File: config.mk
export PLATFORM = sky130hd
export DESIGN_NAME = llc_mem_lookup_issue
export DESIGN_NICKNAME = d
export VERILOG_FILES = /design/src/rtl/llc_mem_lookup_issue.sv
export SDC_FILE = /design/constraint.sdc
export NUM_CORES = 2
export LEC_CHECK = 0
export BUFFER_PORTS_ARGS = -buffer_cell sky130_fd_sc_hd__clkbuf_2
export CAP_MARGIN = 20
export CELL_PAD_IN_SITES_DETAIL_PLACEMENT = 2
export CELL_PAD_IN_SITES_GLOBAL_PLACEMENT = 2
export CORE_ASPECT_RATIO = 1.1
export CORE_MARGIN = 10
export CORE_UTILIZATION = 34
export CTS_BUF_LIST = sky130_fd_sc_hd__clkbuf_4
export CTS_CLUSTER_DIAMETER = 100
export DETAILED_ROUTE_END_ITERATION = 7
export HOLD_SLACK_MARGIN = 0.03
export PLACE_DENSITY_LB_ADDON = 0.3
export REMOVE_ABC_BUFFERS = 1
export SLEW_MARGIN = 30
export SYNTH_ARGS = -nofsm -noshare
export SYNTH_HDL_FRONTEND = slang
export SYNTH_SLANG_ARGS = --single-unit
File: constraint.sdc
create_clock -name clk -period 5 [get_ports clk]
set_clock_uncertainty 0.1 [all_clocks]
set_input_delay 0.25 -clock clk [delete_from_list [all_inputs] [get_ports clk]]
set_output_delay 0.25 -clock clk [all_outputs]
set_load 0.02 [all_outputs]
File: src/rtl/llc_mem_lookup_issue.sv
// llc_mem_lookup_issue: issues LLC tag/state SRAM reads for lookup requests and
// presents forwarded lookup packets from a 2-entry buffer over valid/ready.
module llc_mem_lookup_issue #(
    parameter int WAYS       = 16,
    parameter int WAY_BITS   = 4,
    parameter int TAG_BITS   = 20,
    parameter int STATE_BITS = 3,
    parameter int SET_BITS   = 10
) (
    input  logic                         clk,
    input  logic                         rst,
    input  logic                         req_valid_in,
    output logic                         req_ready_out,
    input  logic [SET_BITS-1:0]          req_set,
    input  logic [TAG_BITS-1:0]          req_tag,
    output logic                         mem_rd_en,
    output logic [SET_BITS-1:0]          mem_rd_set,
    input  logic [WAYS*TAG_BITS-1:0]     mem_rd_tags,
    input  logic [WAYS*STATE_BITS-1:0]   mem_rd_states,
    input  logic [WAY_BITS-1:0]          mem_rd_evict_way,
    input  logic                         wr_en,
    input  logic [SET_BITS-1:0]          wr_set,
    input  logic [WAY_BITS-1:0]          wr_way,
    input  logic [TAG_BITS-1:0]          wr_tag,
    input  logic [STATE_BITS-1:0]        wr_state,
    input  logic                         wr_evict_en,
    input  logic [WAY_BITS-1:0]          wr_evict_way,
    output logic                         pkt_valid_out,
    input  logic                         pkt_ready_in,
    output logic [SET_BITS-1:0]          pkt_set,
    output logic [TAG_BITS-1:0]          pkt_tag,
    output logic [WAYS*TAG_BITS-1:0]     pkt_tags,
    output logic [WAYS*STATE_BITS-1:0]   pkt_states,
    output logic [WAY_BITS-1:0]          pkt_evict_way
);
    logic                       inflight_q;
    logic [SET_BITS-1:0]        if_set_q;
    logic [TAG_BITS-1:0]        if_tag_q;
    logic                       wp_q, ep_q;
    logic [WAY_BITS-1:0]        wp_way_q, ep_way_q;
    logic [TAG_BITS-1:0]        wp_tag_q;
    logic [STATE_BITS-1:0]      wp_state_q;
    logic [1:0]                 cnt_q, cnt_d;
    logic                       wptr_q, rptr_q;
    logic [SET_BITS-1:0]        b_set_q    [2];
    logic [TAG_BITS-1:0]        b_tag_q    [2];
    logic [WAYS*TAG_BITS-1:0]   b_tags_q   [2];
    logic [WAYS*STATE_BITS-1:0] b_states_q [2];
    logic [WAY_BITS-1:0]        b_ev_q     [2];
    logic                       pop, accept, cap_hit;
    logic [WAYS*TAG_BITS-1:0]   cap_tags;
    logic [WAYS*STATE_BITS-1:0] cap_states;
    logic [WAY_BITS-1:0]        cap_ev;

    assign pkt_valid_out = cnt_q != 2'd0;
    assign pop           = pkt_valid_out & pkt_ready_in;
    assign req_ready_out = (cnt_q + {1'b0, inflight_q} < 2'd2) | pop;
    assign accept        = req_valid_in & req_ready_out & rst;
    assign mem_rd_en     = accept;
    assign mem_rd_set    = req_set;
    assign cnt_d         = cnt_q + {1'b0, inflight_q} - {1'b0, pop};
    assign cap_hit       = wr_set == if_set_q;
    assign pkt_set       = b_set_q[rptr_q];
    assign pkt_tag       = b_tag_q[rptr_q];
    assign pkt_tags      = b_tags_q[rptr_q];
    assign pkt_states    = b_states_q[rptr_q];
    assign pkt_evict_way = b_ev_q[rptr_q];

    // SRAM data misses writes made in the issue cycle; replay them, then let capture-cycle writes win
    always_comb begin
        cap_tags   = mem_rd_tags;
        cap_states = mem_rd_states;
        cap_ev     = (wr_evict_en && cap_hit) ? wr_evict_way : ep_q ? ep_way_q : mem_rd_evict_way;
        if (wp_q) begin
            cap_tags[wp_way_q*TAG_BITS +: TAG_BITS]       = wp_tag_q;
            cap_states[wp_way_q*STATE_BITS +: STATE_BITS] = wp_state_q;
        end
        if (wr_en && cap_hit) begin
            cap_tags[wr_way*TAG_BITS +: TAG_BITS]       = wr_tag;
            cap_states[wr_way*STATE_BITS +: STATE_BITS] = wr_state;
        end
    end

    always_ff @(posedge clk or negedge rst) begin
        if (!rst) begin
            inflight_q <= 1'b0;
            if_set_q   <= '0;
            if_tag_q   <= '0;
            wp_q       <= 1'b0;
            wp_way_q   <= '0;
            wp_tag_q   <= '0;
            wp_state_q <= '0;
            ep_q       <= 1'b0;
            ep_way_q   <= '0;
            cnt_q      <= '0;
            wptr_q     <= 1'b0;
            rptr_q     <= 1'b0;
            for (int i = 0; i < 2; i++) begin
                b_set_q[i]    <= '0;
                b_tag_q[i]    <= '0;
                b_tags_q[i]   <= '0;
                b_states_q[i] <= '0;
                b_ev_q[i]     <= '0;
            end
        end else begin
            inflight_q <= accept;
            cnt_q      <= cnt_d;
            if (accept) begin
                if_set_q   <= req_set;
                if_tag_q   <= req_tag;
                wp_q       <= wr_en && wr_set == req_set;
                wp_way_q   <= wr_way;
                wp_tag_q   <= wr_tag;
                wp_state_q <= wr_state;
                ep_q       <= wr_evict_en && wr_set == req_set;
                ep_way_q   <= wr_evict_way;
            end
            if (pop)
                rptr_q <= ~rptr_q;
            // an entry leaving this cycle is already consumed, so it skips the update
            for (int i = 0; i < 2; i++) begin
                if (!(pop && 1'(i) == rptr_q) && b_set_q[i] == wr_set) begin
                    if (wr_en) begin
                        b_tags_q[i][wr_way*TAG_BITS +: TAG_BITS]       <= wr_tag;
                        b_states_q[i][wr_way*STATE_BITS +: STATE_BITS] <= wr_state;
                    end
                    if (wr_evict_en)
                        b_ev_q[i] <= wr_evict_way;
                end
            end
            if (inflight_q) begin
                wptr_q             <= ~wptr_q;
                b_set_q[wptr_q]    <= if_set_q;
                b_tag_q[wptr_q]    <= if_tag_q;
                b_tags_q[wptr_q]   <= cap_tags;
                b_states_q[wptr_q] <= cap_states;
                b_ev_q[wptr_q]     <= cap_ev;
            end
        end
    end
endmodule

==> implementation parameters <==
Parameter                              Value

Status
  Outcome ... finished with violations
  Failing checks ... negative setup slack

Clock network
  Clk Latency, worst-skew pair ... 1.48 ns
  Sinks on the clock net ... 872
  Level count of the clock H-tree ... 5
  Clock tree from TritonCTS ... yes
  Clock transition at path regs ... 0.09 ns
  CTS buffer count ... 290
  Clock Root Buffer ... clkbuf_4
  Largest buffer count on any clock path ... 4

Critical path
  Data required time of the critical path ... 6.17 ns
  Timing startpoint of the critical path ... wp_way_q[0]
  Max Fanout on Critical Path ... 22
  Slowest cell on crit path ... o21ai_0
  Cell count of the worst reg-to-reg path ... 11
  Start of the worst register-to-register path ... wp_way_q[0]
  Arrival time at the worst endpoint ... 6.25 ns
  Largest stage delay on the critical path ... 1.02 ns
  Critical path's most frequent cell ... buf_4
  Worst-case register-to-register setup slack ... -0.08 ns
  Crit path capture ... b_tags_q[526]
  Reg-to-Reg End ... b_tags_q[526]
  Setup crit start kind ... register
  Kind of end point of the critical path ... register
  Kind of critical path ... register to register
  Cell chain of the critical path ... inv_1, ha_2, nor3b_1, xor2_1, buf_4, nand2_1, buf_4, o32ai_2, and2_1, mux2i_1, o21ai_0

Detailed routing
  DR vias ... 77500
  Drc violations ... 0
  Final WL ... 487000 µm
  Number of iterations in the first detailed-routing pass ... 8
  Vias per Instance ... 6.78
  1st-iter DRT viols ... 9231
  Routed wire length per instance ... 42.6 µm
  ANT nets after route ... 0

Cells and area
  Post-layout utilization of the core ... 47.2%
  Fin nets ... 9269
  Layout cells sized above 1 ... 29.8%
  Area growth, synth to finish ... 37.7%

Power and ir drop
  Leakage ... 36.9 nW
  Max IR drop VDD ... 0.000542 V
  Total Power ... 0.0589 W
  Power density over the cells ... 694 mW/mm²

Timing
  Part of the cycle the worst path needs ... 102%
  Worst Slack Setup Final ... -0.0783 ns
  Highest achievable clock rate ... 197 MHz
  Count of final max-slew check failures ... 0
  Hold Violations, Final ... 0
  Worst Tran Pin Value ... 1.25 ns
  Slew margin rel. ... 15.8%
  Final-layout worst hold slack ... 0.156 ns
  Final critical-path required period ... 5.08 ns
  Setup Viol. Count Final ... 3

Global routing
  GRT Overall Usage ... 46.1%
  Busiest layer in global routing ... met2
  Met1 capacity usage during global routing ... 50.8%
  Global routing usage on met2 ... 71.1%
  Vias in the first global route ... 83600
  Met3 usage ... 16.3%
  Pin count of the biggest net entering global routing ... 158
  Number of antenna violations at the first check in global routing ... 98
  Wire length of the first global-routing pass ... 667000 µm
  Global route total overflow ... 0

Synthesis
  Number of synthesized flops with an enable pin ... 0
  Sequential fraction of the synthesis area ... 35.4%
  Ys Warns ... 0
  Cells after synthesis ... 6680
  Cells taking the most area after synthesis ... dfrtp_1 (35%), mux2_2 (13%), mux2i_1 (12%)
  Count of distinct cell types in the synthesized netlist ... 109
  Avg Inst Size Synth ... 9.22 µm²
  Post-Synthesis Cell Area ... 0.0616 mm²
  Area share of the largest cell type after synthesis ... 35.4%
  Yosys reg bits ... 872
  Dominant register cell in the synthesized netlist ... dfrtp_1
  Biggest area consumer among synthesized cells ... dfrtp_1
  Synth async-reset ratio ... 100%

Floorplanning
  Starting density of the core ... 34.3%
  Total core area ... 0.180 mm²
  Vertical die dimension ... 467 µm
  Top-level I/O count ... 864
  Horizontal extent of the die ... 426 µm
  Number of placement rows ... 163
  Total Die Area ... 0.199 mm²

Placement
  Global placer's final weighted congestion ... 1.02
  Detail Placement HPWL ... 293000 µm
  Count of buffers inserted at the top-level ports ... 863

Run
  Number of max-cap violations ... 0

Worst hold path
  Hold Crit Class ... input pin to register
-- sequential cells by signal, summed over array words and instances (netlist names) --
signal / count
b_ev_q: 8
b_set_q: 20
b_states_q: 96
b_tag_q: 40
b_tags_q: 640
cnt_q: 2
ep_q: 1
ep_way_q: 4
if_set_q: 10
if_tag_q: 20
inflight_q: 1
rptr_q: 1
wp_q: 1
wp_state_q: 3
wp_tag_q: 20
wp_way_q: 4
wptr_q: 1
-- worst min path at each step --
| stage | startpoint | endpoint | slack [ns] | cells after the start |
|---|---|---|---|---|
| floorplan | rst | b_ev_q[0] | -0.15 | 0 |
| global placement | rst | if_tag_q[8] | 0.11 | 1 |
| detailed placement | rst | if_tag_q[1] | 0.12 | 1 |
| CTS | wr_tag[12] | b_tags_q[332] | 0.03 | 6 |
| global route | wr_tag[18] | b_tags_q[450] | 0.11 | 6 |
| finish | mem_rd_tags[16] | b_tags_q[16] | 0.16 | 5 |
-- Yosys cell counts (all sizes together), types with 13 or more instances --
master	count
a2111oi	13
a211o	24
a211oi	99
a21o	39
a21oi	326
a221oi	18
a222oi	20
a22oi	78
a2bb2oi	43
a31oi	60
a32oi	38
and2	51
and3	49
buf	136
clkbuf	343
dfrtp	872
ha	20
inv	68
mux2	732
mux2i	708
nand2	750
nand2b	33
nand3	228
nand3b	17
nand4	67
nor2	428
nor2b	28
nor3	196
nor4	43
o2111ai	13
o211ai	118
o21a	23
o21ai	392
o22a	42
o22ai	174
o2bb2ai	17
o31a	20
o31ai	23
o32ai	35
or2	24
or3	31
xnor2	49
xor2	17
-- what timing repair did --
action | CTS | global route
hold endpoints to repair | 1534 | 0
gates cloned | 0 | 1
buffers inserted | 0 | 10
gates resized for setup | 1 | 46
setup endpoints to repair | 2 | 80
hold buffers | 1012 | 0
pin swaps | 0 | 2
-- power by group --
| part | total, W | switching, W | internal, W |
|---|---|---|---|
| Clock | 0.00819 | 0.00446 | 0.00373 |
| Sequential | 0.0134 | 0.00296 | 0.0105 |
| Combinational | 0.0373 | 0.0258 | 0.0115 |
-- critical path: cells and delay by family, from the launching register on --
family | cells | cell delay [ns]
flops | 1 | 0.42
simple gates | 3 | 0.90
buf+inv | 3 | 0.93
xor+xnor | 1 | 0.38
fa+ha+maj | 1 | 0.50
compound gates | 2 | 1.53
mux | 1 | 0.14
-- cell usage in the layout (no fill, tap or decap), drive strengths merged, types with 28 or more instances in the layout --
master / count
mux2: 732
a211oi: 99
o21ai: 392
a21o: 39
nor2b: 28
o32ai: 35
inv: 72
and3: 49
nand2b: 33
o211ai: 118
a22oi: 78
a32oi: 38
or3: 31
clkinv: 46
dlygate4sd3: 1010
o22a: 42
diode: 72
nand4: 67
nor2: 428
mux2i: 708
a31oi: 60
and2: 51
o22ai: 174
xnor2: 49
nor3: 196
nor4: 43
nand3: 228
a21oi: 326
dfrtp: 872
buf: 430
nand2: 750
clkbuf: 1270
a2bb2oi: 43
-- kinds of logic (layout without fill, tap and decap cells) --
logic type,after synthesis,count (layout),share of synthesized area (%)
adder cells (fa/ha/maj),22,22,0.471
other,0,72,0
XOR/XNOR,66,66,0.962
AO/OA/AOI/OAI,1740,1740,19.4
AND/OR/NAND/NOR,1983,1983,15.0
multiplexers,1448,1448,25.2
buffers and inverters,549,2829,3.66
flip-flops,872,872,35.4
-- metal layers --
layer  wire, µm  up-vias
met2     213000     6570
met5        444        -
met3      55500     2623
met4      51300       64
met1     166000    38800
li1           -    29500
-- through the flow --
step	setup slack, ns	TNS [ns]	std cells	cell area [µm²]
floorplan	-8.46	-7362.98	6201	59600
global placement	-0.399	-1.88	9868	70700
CTS	0.00406	0	11300	84100
global route	-0.0503	-0.0658	11400	84800
detailed placement	0.00530	0	9869	70700
finish	-0.0783	-0.172	11400	84800
-- final cells by class --
type	instances	area, µm²
fillers	19000	95000
multi-input cells	5259	38200
flip-flops and latches	872	21800
repair buffers	2305	18100
clock buffers	405	3040
well taps	2392	2990
inverters	70	265
clock inverters	49	211
diodes	72	180
Power figures use the tool's default switching activity.
